--- src/rtl/alu_cmd_sequencer.sv ---
// Command front-end for ALU_16bit: buffers commands, issues them into the ALU's
// two-register pipeline with carry chaining, and collects results in order.
module alu_cmd_sequencer #(
    parameter int CMD_DEPTH = 4,
    parameter int RSP_DEPTH = 4,
    parameter int TAG_W     = 4
) (
    input  logic             CLK,
    input  logic             RST,
    input  logic             cmd_valid,
    output logic             cmd_ready,
    input  logic [15:0]      cmd_a,
    input  logic [15:0]      cmd_b,
    input  logic [3:0]       cmd_op,
    input  logic             cmd_cin,
    input  logic             cmd_chain,
    input  logic [TAG_W-1:0] cmd_tag,
    output logic             alu_en,
    output logic [15:0]      alu_a,
    output logic [15:0]      alu_b,
    output logic [3:0]       alu_opcode,
    output logic             alu_cin,
    input  logic [15:0]      alu_result,
    input  logic             alu_zero,
    input  logic             alu_carry,
    input  logic             alu_overflow,
    input  logic             alu_negative,
    output logic             rsp_valid,
    input  logic             rsp_ready,
    output logic [15:0]      rsp_result,
    output logic [3:0]       rsp_flags,
    output logic [TAG_W-1:0] rsp_tag,
    output logic             busy
);
    localparam int CPW   = $clog2(CMD_DEPTH);
    localparam int RPW   = $clog2(RSP_DEPTH);
    localparam int CMD_W = 38 + TAG_W;
    localparam int RSP_W = 20 + TAG_W;

    logic [CMD_W-1:0] cmd_mem_r [CMD_DEPTH];
    logic [CPW-1:0]   cmd_wr_r;
    logic [CPW-1:0]   cmd_rd_r;
    logic [CPW:0]     cmd_cnt_r;
    logic [RSP_W-1:0] rsp_mem_r [RSP_DEPTH];
    logic [RPW-1:0]   rsp_wr_r;
    logic [RPW-1:0]   rsp_rd_r;
    logic [RPW:0]     rsp_cnt_r;

    logic             v1_r, v2_r, carry_q_r;
    logic [TAG_W-1:0] tag1_r, tag2_r;
    logic [15:0]      hold_a_r, hold_b_r;
    logic [3:0]       hold_op_r;
    logic             hold_cin_r;

    logic [CMD_W-1:0] head_s;
    logic [RSP_W-1:0] rsp_head_s;
    logic [RPW+1:0]   credit_s;
    logic             cmd_empty_s, cmd_full_s, rsp_empty_s;
    logic             cmd_push_s, issue_s, rsp_pop_s, cin_s;

    assign head_s      = cmd_mem_r[cmd_rd_r];
    assign rsp_head_s  = rsp_mem_r[rsp_rd_r];
    assign cmd_empty_s = (cmd_cnt_r == (CPW+1)'(0));
    assign cmd_full_s  = (cmd_cnt_r == (CPW+1)'(CMD_DEPTH));
    assign rsp_empty_s = (rsp_cnt_r == (RPW+1)'(0));
    // Slots already promised to in-flight commands count against the response FIFO.
    assign credit_s    = (RPW+2)'(rsp_cnt_r) + (RPW+2)'(v1_r) + (RPW+2)'(v2_r);
    assign issue_s     = !RST && !cmd_empty_s && (credit_s < (RPW+2)'(RSP_DEPTH))
                         && !(head_s[37] && v1_r);
    assign cin_s       = head_s[37] ? (v2_r ? alu_carry : carry_q_r) : head_s[36];

    assign cmd_ready   = !RST && !cmd_full_s;
    assign cmd_push_s  = cmd_valid && cmd_ready;
    assign rsp_valid   = !RST && !rsp_empty_s;
    assign rsp_pop_s   = rsp_valid && rsp_ready;
    assign busy        = !RST && (!cmd_empty_s || v1_r || v2_r || !rsp_empty_s);

    // ALU drive: head fields while issuing, otherwise the last issued values
    always_comb begin
        alu_en     = 1'b0;
        alu_a      = 16'h0000;
        alu_b      = 16'h0000;
        alu_opcode = 4'h0;
        alu_cin    = 1'b0;
        if (RST) begin
            alu_en = 1'b0;
        end else if (issue_s) begin
            alu_en     = 1'b1;
            alu_a      = head_s[15:0];
            alu_b      = head_s[31:16];
            alu_opcode = head_s[35:32];
            alu_cin    = cin_s;
        end else begin
            alu_a      = hold_a_r;
            alu_b      = hold_b_r;
            alu_opcode = hold_op_r;
            alu_cin    = hold_cin_r;
        end
    end

    // Response outputs read as zero while the FIFO is empty
    always_comb begin
        rsp_result = 16'h0000;
        rsp_flags  = 4'h0;
        rsp_tag    = '0;
        if (rsp_valid) begin
            rsp_result = rsp_head_s[15:0];
            rsp_flags  = rsp_head_s[19:16];
            rsp_tag    = rsp_head_s[20 +: TAG_W];
        end else begin
            rsp_result = 16'h0000;
        end
    end

    // Command FIFO storage
    always_ff @(posedge CLK) begin
        if (cmd_push_s) begin
            cmd_mem_r[cmd_wr_r] <= {cmd_tag, cmd_chain, cmd_cin, cmd_op, cmd_b, cmd_a};
        end
    end

    // Command FIFO pointers and occupancy
    always_ff @(posedge CLK) begin
        if (RST) begin
            cmd_wr_r  <= '0;
            cmd_rd_r  <= '0;
            cmd_cnt_r <= '0;
        end else begin
            if (cmd_push_s) cmd_wr_r <= cmd_wr_r + CPW'(1);
            if (issue_s)    cmd_rd_r <= cmd_rd_r + CPW'(1);
            cmd_cnt_r <= cmd_cnt_r + (CPW+1)'(cmd_push_s) - (CPW+1)'(issue_s);
        end
    end

    // ALU pipeline tracking, tag alignment, carry capture and held drive values
    always_ff @(posedge CLK) begin
        if (RST) begin
            v1_r       <= 1'b0;
            v2_r       <= 1'b0;
            tag1_r     <= '0;
            tag2_r     <= '0;
            carry_q_r  <= 1'b0;
            hold_a_r   <= 16'h0000;
            hold_b_r   <= 16'h0000;
            hold_op_r  <= 4'h0;
            hold_cin_r <= 1'b0;
        end else begin
            v1_r   <= issue_s;
            v2_r   <= v1_r;
            tag2_r <= tag1_r;
            if (issue_s) begin
                tag1_r     <= head_s[38 +: TAG_W];
                hold_a_r   <= head_s[15:0];
                hold_b_r   <= head_s[31:16];
                hold_op_r  <= head_s[35:32];
                hold_cin_r <= cin_s;
            end
            if (v2_r) carry_q_r <= alu_carry;
        end
    end

    // Response FIFO storage
    always_ff @(posedge CLK) begin
        if (v2_r && !RST) begin
            rsp_mem_r[rsp_wr_r] <= {tag2_r, alu_zero, alu_carry, alu_overflow,
                                    alu_negative, alu_result};
        end
    end

    // Response FIFO pointers and occupancy
    always_ff @(posedge CLK) begin
        if (RST) begin
            rsp_wr_r  <= '0;
            rsp_rd_r  <= '0;
            rsp_cnt_r <= '0;
        end else begin
            if (v2_r)      rsp_wr_r <= rsp_wr_r + RPW'(1);
            if (rsp_pop_s) rsp_rd_r <= rsp_rd_r + RPW'(1);
            rsp_cnt_r <= rsp_cnt_r + (RPW+1)'(v2_r) - (RPW+1)'(rsp_pop_s);
        end
    end
endmodule

--- config.mk ---
export PLATFORM = sky130hd
export DESIGN_NAME = alu_cmd_sequencer
export DESIGN_NICKNAME = d
export VERILOG_FILES = /design/src/rtl/alu_cmd_sequencer.sv
export SDC_FILE = /design/constraint.sdc
export NUM_CORES = 1
export LEC_CHECK = 0
export BUFFER_PORTS_ARGS = -buffer_cell sky130_fd_sc_hd__clkbuf_2
export CAP_MARGIN = 20
export CORE_ASPECT_RATIO = 1.1
export CORE_MARGIN = 8
export CORE_UTILIZATION = 55
export CTS_BUF_LIST = sky130_fd_sc_hd__clkbuf_4
export DETAILED_ROUTE_END_ITERATION = 6
export PLACE_DENSITY = 0.87
export SLEW_MARGIN = 30
export SYNTH_ARGS = -nofsm -noshare
export SYNTH_HDL_FRONTEND = slang
export SYNTH_SLANG_ARGS = --single-unit
--- constraint.sdc ---
create_clock -name CLK -period 2.4 [get_ports CLK]
set_input_delay 0.24 -clock CLK [delete_from_list [all_inputs] [get_ports CLK]]
set_output_delay 0.24 -clock CLK [all_outputs]
set_load 0.02 [all_outputs]
==> flow_summary_export.csv <==
group,metric,value,unit
global_routing,grt_use_met2,38.0,%
final_layout,fin_util,74.0,%
floorplanning,io_pins,131,
drt,vias,7338,
yosys,syn_area,12200,sq um
timing,finClkSkew,0.0750,ns
pwr,p_per_area,1010,nW/um^2
yosys,syn-num-nets,745,
timing,relSlewSlack,71.2,%
yosys,yosysMostFrequentCell,"edfxtp_1",
worst_setup_path,cp_data_required_time,2.16,ns
clock_network,clock_latency,0.72,ns
global_routing,antenna_found_initial,1,
timing,hold_violations,0,
min_path,hp-class,"primary input to flip-flop",
timing,max_freq,340,MHz
drt,via_per_inst,5.57,
final_layout,drive_gt1_share,45.9,%
floorplanning,start_util,55.7,%
drt,first_pass_iters,5,
clock_network,cts_buffers,79,
pwr,power_switching,4.98,mW
yosys,synth_compound_area_share,1.93,%
yosys,synthAdderAreaFrac,1.76,%
clock_network,cts_max_path_buffers,3,
global_routing,grt_max_degree,42,
yosys,synth_edf_count,264,
timing,setup_ws,-0.540,ns
drt,drt_iter0_markers,479,
placed_design,io_buffers,130,
drt,wire_per_inst,23.9,microns
global_routing,gr-usage-met1,22.8,%
worst_setup_path,path_buf_inv,4,
drt,drc,0,
global_routing,busiest_layer,"met2",
timing,finalCriticalPeriod,2.94,ns
worst_setup_path,cp-start-kind,"flip-flop",
run_status,status,"complete, but fails checks",
placed_design,placedInstanceArea,13400,sq um
timing,setup_violations,40,
timing,worstMarginPinSlew,0.433,ns
pwr,p_int,11.4,mW
yosys,yosys.area.top_type,"edfxtp_1",
global_routing,gr-total-overflow,0,
yosys,yosys-mux-area-fraction,13.0,%
floorplanning,rows,57,
yosys,synth-simple-area-share,5.40,%
worst_setup_path,path_class,"flip-flop to primary output",
yosys,synth.avg_cell_area,18.4,sq um
floorplanning,die_y,172,microns
drt,ant_nets,0,
yosys,ys.flop_type,"edfxtp_1",
global_routing,grtUsageTotal,21.1,%
pwr,total_power,16.4,mW
final_layout,fin_area,16300,sq um
worst_setup_path,endpoint_kind,"primary output",
global_routing,met3_usage,6.05,%
clock_network,cts.clk_slew.worst_paths,0.07,ns
floorplanning,die-area,27300,sq um
yosys,yosys_warnings,0,
pwr,p_comb_share,28.0,%
drt,drt_wl_total,31500,microns
yosys,synth_top_family_by_area,"multiplexers",
pwr,seq_power_share,42.5,%
floorplanning,die_w,158,microns
clock_network,root_buffer,"clkbuf_4",
timing,rsz0062_at_grt,"yes",
worst_setup_path,cp_cell_sequence,"mux2_4 > a311oi_4 > nand4_4 > clkinv_4 > buf_12 > clkbuf_16 > nand2_2 > a21oi_2 > clkbuf_8",
worst_setup_path,cp_max_fo,5,
clock_network,cts_tree,"built",
global_routing,grt_pass1_vias,7916,
floorplanning,design.core.area,22000,sq um
yosys,yosysTopAreaCellShare,64.9,%
timing,slew_violations,0,
yosys,synthTopCellsByCount,"edfxtp_1 (264), nand2_1 (76), dfxtp_1 (66), mux4_2 (65), a21oi_1 (39)",
pwr,ir_drop,0.652,mV
yosys,yosys-top-cells-area,"edfxtp_1 (65%), mux4_2 (12%), dfxtp_1 (11%)",
yosys,synth_cell_types,34,
pwr,p_clk_share,29.4,%
worst_setup_path,critical_path_arrival,2.70,ns
run,cap_violations,0,
timing,min_period_over_period,123,%
worst_setup_path,cp_slowest_cell,"dfxtp_2",
clock_network,cts_max_level,3,
yosys,synthArstFlopShare,0,%
yosys,seq_area_frac_synth,75.7,%
yosys,synth-xor-area-share,0.573,%
global_routing,grt_pass1_wl,43100,microns
worst_setup_path,path_delay_family,"buffers and inverters",
placed_design,hpwl,14800,microns
pwr,swShare,30.4,%
clock_network,clock-sinks,330,
final_layout,area_delta_synth_final,33.0,%
final_layout,nNetsFinal,1038,
placed_design,place_congestion,0.753,
yosys,ys_seq_elements,330,
yosys,synthCells,663,
pwr,p_leak,5.81,nW
timing,hold_slack,0.107,ns
worst_setup_path,slowest_delay,0.37,ns
run_status,violations,"negative setup slack",
[power by group through the flow]
| stage | Sequential (mW) | Clock [mW] | Combinational [mW] |
|---|---|---|---|
| finish | 6.98 | 4.82 | 4.60 |
| detailed placement | 7.03 | 0 | 3.19 |
| global placement | 6.99 | 0 | 3.12 |
| floorplan | 6.93 | 0 | 2.27 |
| global route | 7.01 | 5.23 | 4.83 |
| CTS | 6.92 | 4.80 | 3.85 |
[flip-flops by register name, indices dropped and copies added (netlist names), named ones only]
signal	count
tag2_r	4
tag1_r	4
hold_b_r	16
v2_r	1
rsp_rd_r	2
rsp_wr_r	2
hold_op_r	4
carry_q_r	1
cmd_wr_r	2
v1_r	1
rsp_cnt_r	3
cmd_mem_r	168
hold_a_r	16
hold_cin_r	1
rsp_mem_r	96
cmd_cnt_r	3
cmd_rd_r	2
[cell type report]
cell class                 count  area [sq um]
antenna                        1          2.50
clock buffer                 117           878
clock inverter                30           193
fill                        1217          5710
inverter                      15          61.3
multi-input combinational    285          3190
sequential                   330          9260
tap                          295           369
timing repair buffer         245          2310
[per-stage QoR]
| stage | instances | setup slack, ns | TNS, ns |
|---|---|---|---|
| global route | 1318 | -0.625 | -20.37 |
| detailed placement | 1083 | 0.0701 | 0 |
| floorplan | 663 | -0.0694 | -0.0819 |
| global placement | 1083 | 0.172 | 0 |
| finish | 1318 | -0.540 | -16.39 |
| CTS | 1305 | -0.509 | -16.95 |
[timing repair]
item	in CTS	in global routing
gates resized for setup	103	121
pin swaps	6	11
hold endpoints to repair	251	0
gates cloned	3	4
setup endpoints to repair	46	61
hold buffers	64	0
buffers inserted	8	8
[cells by family after synthesis]
logic type,Yosys count
and+or+nand+nor,141
AOI/OAI and AO/OA,44
muxes,76
DFF,330
buffers and inverters,48
xor gates and xnor gates,8
adders and majority gates,16
[tightest hold or removal path, cell delays in order]
cell and delay [ns]:
clkbuf_2 0.19, buf_4 0.21, nor2_1 0.09
[final timing paths]
check,startpoint,end,slack (ns),cells past startpoint
max reg2reg,flip-flop,cmd_cnt_r[1],-0.13,10
max,flip-flop,alu_b[12],-0.54,9
min reg2reg,tag1_r[1],tag2_r[1],0.46,1
min,RST,rsp_wr_r[1],0.11,3
[layer usage]
layer	part of all wire (%)	routed length, microns
met3	9.1	2860
met4	3.8	1200
met2	53	16800
met1	34	10600
met5	0	0
[cells in the final DEF (no fill, tap or decap), drive strengths merged, types with 2 or more instances in the layout]
cell	synthesis	routed
a21oi	39	39
and2	30	30
and3	4	4
buf	14	72
bufinv	0	2
clkbuf	19	226
clkinv	0	25
dfxtp	66	66
dlygate4sd3	0	64
edfxtp	264	264
fa	2	2
ha	14	14
inv	15	17
mux2	8	8
mux2i	3	3
mux4	65	65
nand2	76	76
nor2	14	14
nor2b	11	11
nor3	2	2
xnor2	6	6
xor2	2	2
Note: power is estimated with default switching activity, not from simulation.
